### config.mk
export PLATFORM = sky130hd
export DESIGN_NAME = gate_tt_sweeper
export DESIGN_NICKNAME = d
export VERILOG_FILES = /design/src/rtl/gate_pkg.sv /design/src/rtl/tag_delay.sv /design/src/rtl/gate_tt_sweeper.sv
export SDC_FILE = /design/constraint.sdc
export NUM_CORES = 1
export LEC_CHECK = 0
export ABC_AREA = 0
export CORE_MARGIN = 2
export CORE_UTILIZATION = 50
export CTS_CLUSTER_SIZE = 25
export DETAILED_ROUTE_END_ITERATION = 10
export PLACE_DENSITY = 0.76
export SYNTH_ARGS = -nofsm -noshare
export SYNTH_HDL_FRONTEND = slang
export SYNTH_SLANG_ARGS = --single-unit
### constraint.sdc
create_clock -name clk -period 1.8 [get_ports clk]
set_input_delay 0.36 -clock clk [delete_from_list [all_inputs] [get_ports clk]]
set_output_delay 0.36 -clock clk [all_outputs]
set_load 0.005 [all_outputs]
### src/rtl/gate_pkg.sv
// rtl/gate_pkg.sv - shared constants and types for the gate truth-table sweeper
// Contents: gate function codes, the golden 28-bit truth table, sweeper state enum,
//           and a helper returning one golden nibble.
package gate_pkg;

    localparam logic [2:0] FN_AND  = 3'd0;
    localparam logic [2:0] FN_OR   = 3'd1;
    localparam logic [2:0] FN_NOTB = 3'd2;
    localparam logic [2:0] FN_NAND = 3'd3;
    localparam logic [2:0] FN_NOR  = 3'd4;
    localparam logic [2:0] FN_XOR  = 3'd5;
    localparam logic [2:0] FN_XNOR = 3'd6;

    // Nibble f holds the expected y for fn=f, indexed by {a,b}; lowest fn in the low nibble.
    localparam logic [27:0] GOLDEN_TT = 28'h96175E8;

    typedef enum logic [1:0] {
        IDLE  = 2'd0,
        RUN   = 2'd1,
        DRAIN = 2'd2,
        DONE  = 2'd3
    } state_t;

    function automatic logic [3:0] golden_nibble(input int unsigned f);
        return GOLDEN_TT[f*4 +: 4];
    endfunction

endpackage

### src/rtl/tag_delay.sv
// rtl/tag_delay.sv - valid+data shift pipeline for latency matching
// Ports: clk, rst_n (async active-low), in_valid/in_data (enter stage 0),
//        out_valid/out_data (leave stage DEPTH-1, DEPTH edges after entry).
module tag_delay #(
    parameter int DEPTH = 2,
    parameter int WIDTH = 5
) (
    input  logic             clk,
    input  logic             rst_n,
    input  logic             in_valid,
    input  logic [WIDTH-1:0] in_data,
    output logic             out_valid,
    output logic [WIDTH-1:0] out_data
);

    logic [DEPTH-1:0] vld;
    logic [WIDTH-1:0] dat [DEPTH];

    always_ff @(posedge clk or negedge rst_n) begin
        if (!rst_n) begin
            vld <= '0;
            for (int i = 0; i < DEPTH; i++) begin
                dat[i] <= '0;
            end
        end else begin
            vld[0] <= in_valid;
            dat[0] <= in_data;
            for (int i = 1; i < DEPTH; i++) begin
                vld[i] <= vld[i-1];
                dat[i] <= dat[i-1];
            end
        end
    end

    assign out_valid = vld[DEPTH-1];
    assign out_data  = dat[DEPTH-1];

endmodule

### src/rtl/gate_tt_sweeper.sv
// rtl/gate_tt_sweeper.sv - sweeps every (fn,a,b) through the gate unit and checks the truth table
// Ports: clk, rst_n (async active-low), start (honoured in IDLE only),
//        a/b/fn (registered drive to gate unit), y (registered gate result),
//        busy, done (1-cycle pulse), tt (captured table), mismatch (per-fn nibble error), pass.
module gate_tt_sweeper
    import gate_pkg::*;
#(
    parameter int NUM_FN   = 7,
    parameter int GATE_LAT = 1
) (
    input  logic                  clk,
    input  logic                  rst_n,
    input  logic                  start,
    output logic                  a,
    output logic                  b,
    output logic [2:0]            fn,
    input  logic                  y,
    output logic                  busy,
    output logic                  done,
    output logic [4*NUM_FN-1:0]   tt,
    output logic [NUM_FN-1:0]     mismatch,
    output logic                  pass
);

    localparam int TT_W  = 4 * NUM_FN;
    localparam int IDX_W = $clog2(TT_W);
    localparam logic [IDX_W-1:0] LAST_IDX = IDX_W'(TT_W - 1);

    state_t state, state_next;

    logic [IDX_W-1:0]  issue_cnt;
    logic [IDX_W-1:0]  cap_cnt;
    logic              cap_valid;
    logic [IDX_W-1:0]  cap_idx;
    logic [TT_W-1:0]   tt_cap;
    logic [NUM_FN-1:0] mismatch_calc;
    logic              final_cap;

    // One extra stage over GATE_LAT: the gate samples a/b/fn one edge after we drive them.
    tag_delay #(
        .DEPTH (GATE_LAT + 1),
        .WIDTH (IDX_W)
    ) u_tag_delay (
        .clk       (clk),
        .rst_n     (rst_n),
        .in_valid  (state == RUN),
        .in_data   (issue_cnt),
        .out_valid (cap_valid),
        .out_data  (cap_idx)
    );

    assign final_cap = cap_valid && (cap_cnt == LAST_IDX);

    // State register
    always_ff @(posedge clk or negedge rst_n) begin
        if (!rst_n) begin
            state <= IDLE;
        end else begin
            state <= state_next;
        end
    end

    // Next-state logic
    always_comb begin
        state_next = state;
        case (state)
            IDLE:    if (start) state_next = RUN;
            RUN:     if (issue_cnt == LAST_IDX) state_next = DRAIN;
            DRAIN:   if (final_cap) state_next = DONE;
            DONE:    state_next = IDLE;
            default: state_next = IDLE;
        endcase
    end

    // Output logic
    always_comb begin
        busy = 1'b0;
        done = 1'b0;
        case (state)
            RUN, DRAIN: busy = 1'b1;
            DONE:       done = 1'b1;
            default:    ;
        endcase
    end

    // Table including this cycle's capture, so the verdict can be formed on the final capture edge.
    always_comb begin
        tt_cap = tt;
        if (cap_valid) begin
            tt_cap[cap_idx] = y;
        end
    end

    always_comb begin
        mismatch_calc = '0;
        for (int f = 0; f < NUM_FN; f++) begin
            mismatch_calc[f] = (tt_cap[f*4 +: 4] != golden_nibble(f));
        end
    end

    // Datapath: issue, capture and verdict registers
    always_ff @(posedge clk or negedge rst_n) begin
        if (!rst_n) begin
            a         <= 1'b0;
            b         <= 1'b0;
            fn        <= 3'd0;
            tt        <= '0;
            mismatch  <= '0;
            pass      <= 1'b0;
            issue_cnt <= '0;
            cap_cnt   <= '0;
        end else begin
            if (state == IDLE && start) begin
                tt        <= '0;
                mismatch  <= '0;
                pass      <= 1'b0;
                issue_cnt <= '0;
                cap_cnt   <= '0;
            end
            if (state == RUN) begin
                fn        <= 3'(issue_cnt >> 2);
                a         <= issue_cnt[1];
                b         <= issue_cnt[0];
                issue_cnt <= issue_cnt + 1'b1;
            end
            if (cap_valid) begin
                tt      <= tt_cap;
                cap_cnt <= cap_cnt + 1'b1;
            end
            if (state == DRAIN && final_cap) begin
                mismatch <= mismatch_calc;
                pass     <= ~|mismatch_calc;
            end
        end
    end

endmodule

==> qor.yml <==
async_flop_share_pct: 100
p_leak_nw: 2.11
htreeDepth: 3
setup_violations: 2
grt_pass1_vias: 3366
synthSimpleGateAreaFrac_pct: 22.2
comb_power_share_pct: 45.7
cp_max_fo: 9
critPathRequiredTime_ns: 2.08
max_freq_mhz: 514
holdWs_ns: 0.349
drcViolationCount: 0
synth_top_family_by_area: "simple AND/OR/NAND/NOR gates"
hp-start: "u_tag_delay.dat[7]$_DFF_PN0_"
dpl_cell_area_mm2: 0.00448
cp.arrival_ns: 2.22
cts.clk_slew.worst_paths_ns: 0.07
fin_nets: 485
area_growth_pct: 35.1
grt_use_met1_pct: 33.9
grt_use_total_pct: 26.6
r2r_slack_ns: -0.15
grt_use_met3_pct: 5.91
rr_startpoint: "u_tag_delay.out_data[3]$_DFF_PN0_"
drt-pass1-iter-count: 5
synth_compound_area_share_pct: 14.6
wl_per_cell_um: 16.8
hold_path_depth: 0
hp-class: "register to register"
synth_nets: 401
synth_cells: 390
core-area_mm2: 0.00691
synthXorXnorAreaFrac_pct: 1.70
avgViaCountPerCell: 5.89
timing.final.ws_setup_ns: -0.147
yosysWarnings: 0
finalNonFillerCells: 574
power_frac_seq_pct: 35.6
ys_ff_latch: 65
synthMuxAreaShare_pct: 9.90
clkPwrFrac_pct: 18.7
crit_start: "u_tag_delay.out_data[3]$_DFF_PN0_"
avgSynthCellArea_um2: 9.27
cts_sinks: 65
synth_cell_types: 49
antenna_cells: 0
clock-skew-final_ns: 0.00645
first_iter_violations: 244
wirelength_um: 9670
io_buffers: 46
grtUsageMet2_pct: 43.6
ir_worst_vdd_v: 0.00114
syn_area_mm2: 0.00361
ctsRootBufferMaster: "clkbuf_8"
hold_end: "u_tag_delay.out_data[2]$_DFF_PN0_"
slew_headroom_pct: 68.8
ys_seq_area_share_pct: 45.0
fin_crit_sh_pct: 108
gr-total-overflow: 0
final-hold-violation-count: 0
die_width_um: 89.0
pin_count: 47
postRouteAntennaNets: 0
gp_congestion: 0.904
clk_path_buf_depth: 2
rsz0062_at_grt: "true"
synth_edf_count: 0
powerDensity_mw_per_mm2: 1500
cts_buffers: 9
p_sw_mw: 2.74
final_area_mm2: 0.00488
synthAdderAreaFrac_pct: 2.42
cts_tree: "done"
grt_pass1_wl_um: 16100
tns_ns: -0.179
switching_share_pct: 37.5
antenna_found_initial: 0
busiest_layer: "met2"
r2r.worst_path.cells: 7
timing.rr.end: "pass$_DFFE_PN0P_"
start_util_pct: 52.3
p_int_mw: 4.58
worst_pin_slew_ns: 0.462
maxCapViolations: 0
slew_viol_final: 0
final_cell_mix: "dfrtp_1, nand2_1, o21ai_0, buf_4"
violations: "negative setup slack"
rows: 30
startpoint_type: "register"
dp_hpwl_um: 6550
min_period_ns: 1.95
power_mw: 7.32
insertion_delay_ns: 0.35
worst_setup_path_end_kind: "register"
grt_start_max_net_pins: 42
num_vias: 3382
drive_gt1_share_pct: 22.2
timing_worst_setup_path_type: "register to register"
placed_cells: 548
dieArea_mm2: 0.00793
synth_top_flop_cell: "dfrtp_1"
die_h_um: 89.0
final_common_cell: "dfrtp_1"
status: "finished, violations left"
## worst max-delay path by stage
stage,to,slack [ns],cells past startpoint
after floorplan,pass$_DFFE_PN0P_,0.06,7
after global placement,pass$_DFFE_PN0P_,-0.33,8
after detailed placement,pass$_DFFE_PN0P_,-0.35,7
after CTS,pass$_DFFE_PN0P_,0.00008,7
after global routing,pass$_DFFE_PN0P_,-0.23,7
final,pass$_DFFE_PN0P_,-0.15,7
## cell usage after synthesis (2+ instances only)
master,number,area [um^2]
a211oi_1,2,15.0
a21oi_1,10,50.1
a31oi_1,5,31.3
a32oi_1,3,26.3
a41oi_1,2,17.5
and3_1,2,12.5
and3b_1,3,26.3
buf_1,4,15.0
buf_2,5,25.0
buf_4,2,15.0
clkbuf_1,18,67.6
dfrtp_1,65,1630
ha_1,7,87.6
inv_1,5,18.8
mux2_2,6,67.6
mux2i_1,29,290
nand2_1,54,203
nand2b_1,3,18.8
nand3_1,42,210
nand3b_1,7,52.6
nand4_1,6,37.5
nand4b_1,2,17.5
nor2_1,9,33.8
nor2b_1,4,25.0
nor3_1,6,30.0
nor3b_4,3,56.3
o211ai_1,3,22.5
o21ai_0,54,270
or3_1,3,18.8
or4_1,2,15.0
xnor2_1,4,35.0
xor2_1,3,26.3
## stage by stage
| stage | setup WS [ns] | util (%) |
|---|---|---|
| detailed placement | -0.350 | 64.8 |
| CTS | 0.0000848 | 69.7 |
| global route | -0.229 | 70.7 |
| floorplan | 0.0550 | - |
| global placement | -0.330 | 64.8 |
| finish | -0.147 | 70.7 |
## flip-flops by register name, summed over array words and instances (netlist names)
signal,flops
pass,1
mismatch,7
u_tag_delay.vld,2
b,1
a,1
issue_cnt,5
cap_cnt,5
state,2
fn,3
tt,28
u_tag_delay.out_data,5
u_tag_delay.dat,5
## timing repair
action,4_1_cts,5_1_grt
hold buffers,1,0
setup endpoints to repair,4,7
hold endpoints to repair,12,0
gates resized for setup,19,15
cloned,0,0
setup buffers,8,2
pin swaps,7,5
## power by group through the flow
stage          Sequential [mW]  Combinational [mW]  Clock, mW
3_5_place_dp              2.61                3.09          0
4_1_cts                   2.58                3.25       1.40
3_3_place_gp              2.58                3.01          0
6_report                  2.61                3.34       1.37
2_1_floorplan             2.40                1.72          0
5_1_grt                   2.68                3.69       1.45
## cell families (layout without fill, tap and decap cells)
family,Yosys count,after routing
xor+xnor,7,7
buf+inv,35,123
mux,35,35
fa+ha+maj,7,7
simple gates,151,151
compound gates,90,90
flops,65,65
## layout make-up
class                      instances  area, um^2
clock inverter                     5        80.1
fill                             533        2020
clock buffer                      10         138
sequential                        65        1630
multi-input combinational        290        1910
inverter                           5        18.8
timing repair buffer             103         980
tap                               96         120
## critical path, stage by stage (launching register included)
cell	delay [ns]
dfrtp_2	0.49
nand3b_1	0.27
buf_4	0.21
o21ai_0	0.18
o311ai_0	0.21
a32oi_2	0.24
nand4b_1	0.12
o21ai_1	0.15
## metal layers
| layer | wire (um) | vias to the layer above |
|---|---|---|
| li1 | - | 1572 |
| met1 | 4080 | 1658 |
| met2 | 4830 | 122 |
| met3 | 523 | 30 |
| met4 | 239 | 0 |
| met5 | 0 | - |
Power figures use the tool's default switching activity.
==> variant 1: new RTL, same settings <==
Register the output `tt` once more, cleared by the reset; this adds one clock of latency there. The other outputs are not delayed to match. Comments in the files are not updated.
--- a/src/rtl/gate_tt_sweeper.sv
+++ b/src/rtl/gate_tt_sweeper.sv
@@ -25,6 +25,8 @@
     localparam int TT_W  = 4 * NUM_FN;
     localparam int IDX_W = $clog2(TT_W);
     localparam logic [IDX_W-1:0] LAST_IDX = IDX_W'(TT_W - 1);
+
+    logic [4*NUM_FN-1:0] tt_s0;
 
     state_t state, state_next;
 
@@ -85,7 +87,7 @@
 
     // Table including this cycle's capture, so the verdict can be formed on the final capture edge.
     always_comb begin
-        tt_cap = tt;
+        tt_cap = tt_s0;
         if (cap_valid) begin
             tt_cap[cap_idx] = y;
         end
@@ -104,14 +106,14 @@
             a         <= 1'b0;
             b         <= 1'b0;
             fn        <= 3'd0;
-            tt        <= '0;
+            tt_s0     <= '0;
             mismatch  <= '0;
             pass      <= 1'b0;
             issue_cnt <= '0;
             cap_cnt   <= '0;
         end else begin
             if (state == IDLE && start) begin
-                tt        <= '0;
+                tt_s0     <= '0;
                 mismatch  <= '0;
                 pass      <= 1'b0;
                 issue_cnt <= '0;
@@ -124,7 +126,7 @@
                 issue_cnt <= issue_cnt + 1'b1;
             end
             if (cap_valid) begin
-                tt      <= tt_cap;
+                tt_s0   <= tt_cap;
                 cap_cnt <= cap_cnt + 1'b1;
             end
             if (state == DRAIN && final_cap) begin
@@ -134,5 +136,13 @@
         end
     end
 
+    always_ff @(posedge clk or negedge rst_n) begin
+        if (!rst_n) begin
+            tt <= '0;
+        end else begin
+            tt <= tt_s0;
+        end
+    end
+
 endmodule
 
Function: changed (a bounded check fails within 10 cycles, from zero or initial values and one cycle with rst_n low).
==> variant 1 against the original RTL <==
  * The run still ends with negative setup slack left
  * Clock skew grew 0.0092 ns
  * Setup slack lost 0.067 ns
  * Via count grew 14%
  * Final cell count grew 14%
  * Power grew 22%
  * Maximum frequency shrank 3.3%
  * Critical path type unchanged
  * Synthesized area grew 21%
  * Sequential cell count grew 28
  * Largest power group unchanged
  * Cell area grew 23%
  * Wire length grew 22%
  * Worst hold slack lost 0.33 ns
  * First-iteration DRC count grew 44%
==> variant 1: results (changes against the original RTL) <==
critical_path:
  crit_path_max_incr_delay_ns: 0.47  # -0.02 ns
  crit_slowest_cell: "dfrtp_2"
  critPathMaxFanout: 7  # -2
  path_delay_family: "compound AO/OA/AOI/OAI gates"
  cp.arrival_ns: 2.29  # +0.07 ns
logic_synthesis:
  ys_seq_area_share_pct: 53.4  # +8.4 points
  ys.flop_type: "dfrtp_1"
  synth_common_cells: "dfrtp_1, o21ai_0, nand2_1"
  async_flop_share_pct: 100  # unchanged
  synth_top_area_share_pct: 53.4  # +8.4 points
  syn-num-nets: 447  # +11%
  synth_cell_types: 53  # +8.2%
  synth_cells: 436  # +12%
  synthTopCellsByArea: "dfrtp_1, o21ai_0, nand3_1, nand2_1, mux2i_1"
  yosysWarnings: 0  # unchanged
routing:
  drt_pre_antenna_iters: 5  # unchanged
  viasPerCell: 5.89  # about the same
  drtIter0Drc: 351  # +44%
  post_drt_wl_per_cell_um: 17.9  # +6.5%
placed_design:
  gp_congestion: 0.892  # -1.3%
  dp_hpwl_um: 7760  # +18%
  post-place-ws_ns: -0.471  # -0.121 ns
  io_buffers: 46  # unchanged
  placedCellCount: 634  # +16%
  dpl_cell_area_sq_um: 5440  # +21%
clock_tree:
  cts_max_path_buffers: 2  # unchanged
  clk_pin_slew_ns: 0.10  # +0.03 ns
  clk_latency_ns: 0.37  # +0.02 ns
  cts-htree-levels: 3  # unchanged
  cts-buffers-inserted: 9  # unchanged
  cts-root-buf: "clkbuf_8"
grt:
  grt_pass1_vias: 3873  # +15%
  grt_max_degree: 94  # +120%
  track_usage_pct: 25.7  # -0.94 points
  grt_pass1_wl_um: 19500  # +21%
timing:
  slew_headroom_pct: 66.7  # -2.1 points
  setup_tns_ns: -0.721  # -0.542 ns
  finalSetupViolCount: 8  # +6
  fin_skew_ns: 0.0156  # +0.00919 ns
  setup_slack_ns: -0.214  # -0.0671 ns
outcome:
  status: "finished with violations"
  violations: "negative setup slack"
final_layout:
  drive_gt1_share_pct: 29.0  # +6.8 points
  final_nets: 555  # +14%
  antennaDiodeCount: 0  # unchanged
  final_cell_count_no_fill: 657  # +14%
  reg_top3: "tt: 28 flops, tt_s0: 28 flops, mismatch: 7 flops"
min_path:
  hold_class: "primary input to async pin"
power_and_ir_drop:
  vdd_drop_max_uv: 1080  # -5.4%
  leakagePower_nw: 2.70  # +28%
floorplan:
  coreArea_sq_um: 8590  # +24%
-- variant 1: cell types whose count changed after synthesis, sizes merged, moves of 5 or more --
cell	change
a21oi	+7
a31o	+5
buf	-5
clkbuf	+8
dfrtp	+28
mux2i	-12
nand2	-6
nand3	-5
nor3	+6
-- variant 1: cell families (layout without fill, tap and decap cells) --
kind of cell    after synthesis  in the layout  share of synthesized area [%]
xor+xnor                      7              7                           1.41
simple gates                156            156                           18.8
flops                        93             93                           53.4
mux                          23             23                           5.45
buf+inv                      42            155                           3.76
fa+ha+maj                     7              7                           2.01
compound gates              108            108                           15.2
-- variant 1: repair_timing --
action | 4_1_cts | 5_1_grt
setup endpoints to repair | 13 | 13
gates cloned | 0 | 0
gates resized for setup | 43 | 38
pin swaps | 7 | 10
buffers inserted | 6 | 2
-- variant 1: final cells by class --
cell class / instances / area, sq um
Fill cell: 605 / 2600
Clock buffer: 9 / 124
Tap cell: 108 / 135
Timing Repair Buffer: 130 / 1180
Multi-Input combinational cell: 301 / 2090
Sequential cell: 93 / 2330
Clock inverter: 7 / 96.3
Inverter: 9 / 33.8
-- variant 1: worst paths after layout --
| kind | slack (ns) | end | cells past startpoint | from |
|---|---|---|---|---|
| max | -0.21 | pass | 8 | u_tag_delay.vld[1] |
| min | 0.02 | tt_s0[22] | 2 | rst_n |
| min reg2reg | 0.35 | u_tag_delay.out_data[0] | 0 | u_tag_delay.dat[5] |
| min in group clk | 0.35 | u_tag_delay.out_data[0] | 0 | u_tag_delay.dat[5] |
| max in group asynchronous | 1.39 | u_tag_delay.out_data[1] | 2 | rst_n |
| max reg2reg | -0.21 | pass | 8 | u_tag_delay.vld[1] |
-- variant 1: routing by layer --
layer	GRT usage [%]	part of all wire, %	wire length [um]	vias to the layer above
met2	40.9	48	5660	162
met3	6.40	6.5	766	40
met5	0	0	0	-
met4	10.1	3.5	414	0
li1	-	-	-	1766
met1	33.9	42	4950	1901
-- variant 1: power breakdown --
| part | leakage [nW] | total [mW] | internal [mW] | switching (mW) |
|---|---|---|---|---|
| clock network | 0.114 | 1.55 | 0.790 | 0.758 |
| logic | 1.34 | 4.02 | 2.07 | 1.95 |
| registers | 1.25 | 3.38 | 2.77 | 0.610 |
==> variant 2: new RTL, config.mk and constraints unchanged <==
Made on the original files. `GATE_LAT`: 1 -> 2.
--- a/src/rtl/gate_tt_sweeper.sv
+++ b/src/rtl/gate_tt_sweeper.sv
@@ -6,7 +6,7 @@
     import gate_pkg::*;
 #(
     parameter int NUM_FN   = 7,
-    parameter int GATE_LAT = 1
+    parameter int GATE_LAT = 2
 ) (
     input  logic                  clk,
     input  logic                  rst_n,
Function: changed (a bounded check fails within 10 cycles, from zero or initial values and one cycle with rst_n low).
==> variant 2 against the original RTL <==
  * The flow still finishes with violations (negative setup slack)
  * Wire length rose by 3.6%
  * Cell area rose by 6.3%
  * Power grew 9.6%
  * Sequential cell count up 6
  * Via count increased by 2.0%
  * Clock power decreased by 3%
  * Synthesized cell count rose by 0.26%
  * Synthesized area up 3.0%
  * Final cell count grew 5.6%
  * Setup slack lost 0.043 ns
  * Worst hold slack lost 0.34 ns
  * Critical path depth stayed put
==> variant 2: results (changes against the original RTL) <==
grt:
  grt_max_degree: 72  # +71%
  track_usage_pct: 24.3  # -2.3 points
final_layout:
  final_nets: 513  # +5.8%
  final_cell_count_no_fill: 606  # +5.6%
  nFillCells: 546  # +2.4%
  clkbuf_count: 11  # +1
  drive_gt1_share_pct: 29.0  # +6.8 points
  multi_input_comb_cells: 286  # -1.4%
  buffer_area_share_pct: 22.1  # +2.0 points
  sh_seq_area_pct: 34.4  # +0.89 points
logic_synthesis:
  synthMuxAreaShare_pct: 7.76  # -2.1 points
  synth_cell_types: 52  # +6.1%
  ys_seq_area_share_pct: 47.7  # +2.7 points
  synth_compound_area_share_pct: 15.7  # +1.1 points
  synthAdderAreaFrac_pct: 2.35  # -0.072 points
  synthTopCellsByArea: "dfrtp_1, o21ai_0, nand3_1, mux2i_1, nand2_1"
  synth_xor_area_share_pct: 1.41  # -0.29 points
timing:
  hold_slack_ns: 0.00830  # -0.341 ns
  finalSetupViolCount: 4  # +2
  setup_slack_ns: -0.190  # -0.0430 ns
critical_path:
  cp.arrival_ns: 2.24  # +0.02 ns
  critPathMaxFanout: 6  # -3
placed_design:
  gp_congestion: 0.933  # +3.2%
  dpl_cell_area_sq_um: 4690  # +4.7%
clock_tree:
  cts_resized: 18  # -1
routing:
  vias: 3451  # +2.0%
outcome:
  violations: "negative setup slack"
  status: "finished with violations"
variant 2: changes by cell type after synthesis, moves of 4 or more:
cell | before | now
dfrtp_1 | 65 | 71
nand2_1 | 54 | 48
a31o_2 | 1 | 6
mux2i_1 | 29 | 21
nor3_1 | 6 | 2
buf_2 | 5 | 9
variant 2: power groups by stage:
stage               Sequential [mW]  Combinational, mW  Clock [mW]
detailed placement             2.84               3.41           0
CTS                            2.82               3.53        1.36
floorplan                      2.69               1.75           0
global placement               2.80               3.34           0
global route                   2.93               4.17        1.43
finish                         2.83               3.86        1.33
variant 2: critical path: stages (launching register included):
cell and delay (ns):
dfrtp_1 0.45, buf_4 0.19, nand3b_1 0.23, nand2_1 0.08, a211o_1 0.31, a32oi_2 0.22
nand2_1 0.10, o41ai_2 0.32
variant 2: metal layers:
metal | part of all wire [%] | GRT usage (%)
met1 | 43 | 32.8
met2 | 49 | 39.5
met3 | 5.1 | 4.09
met4 | 2.8 | 9.36
met5 | 0 | 0
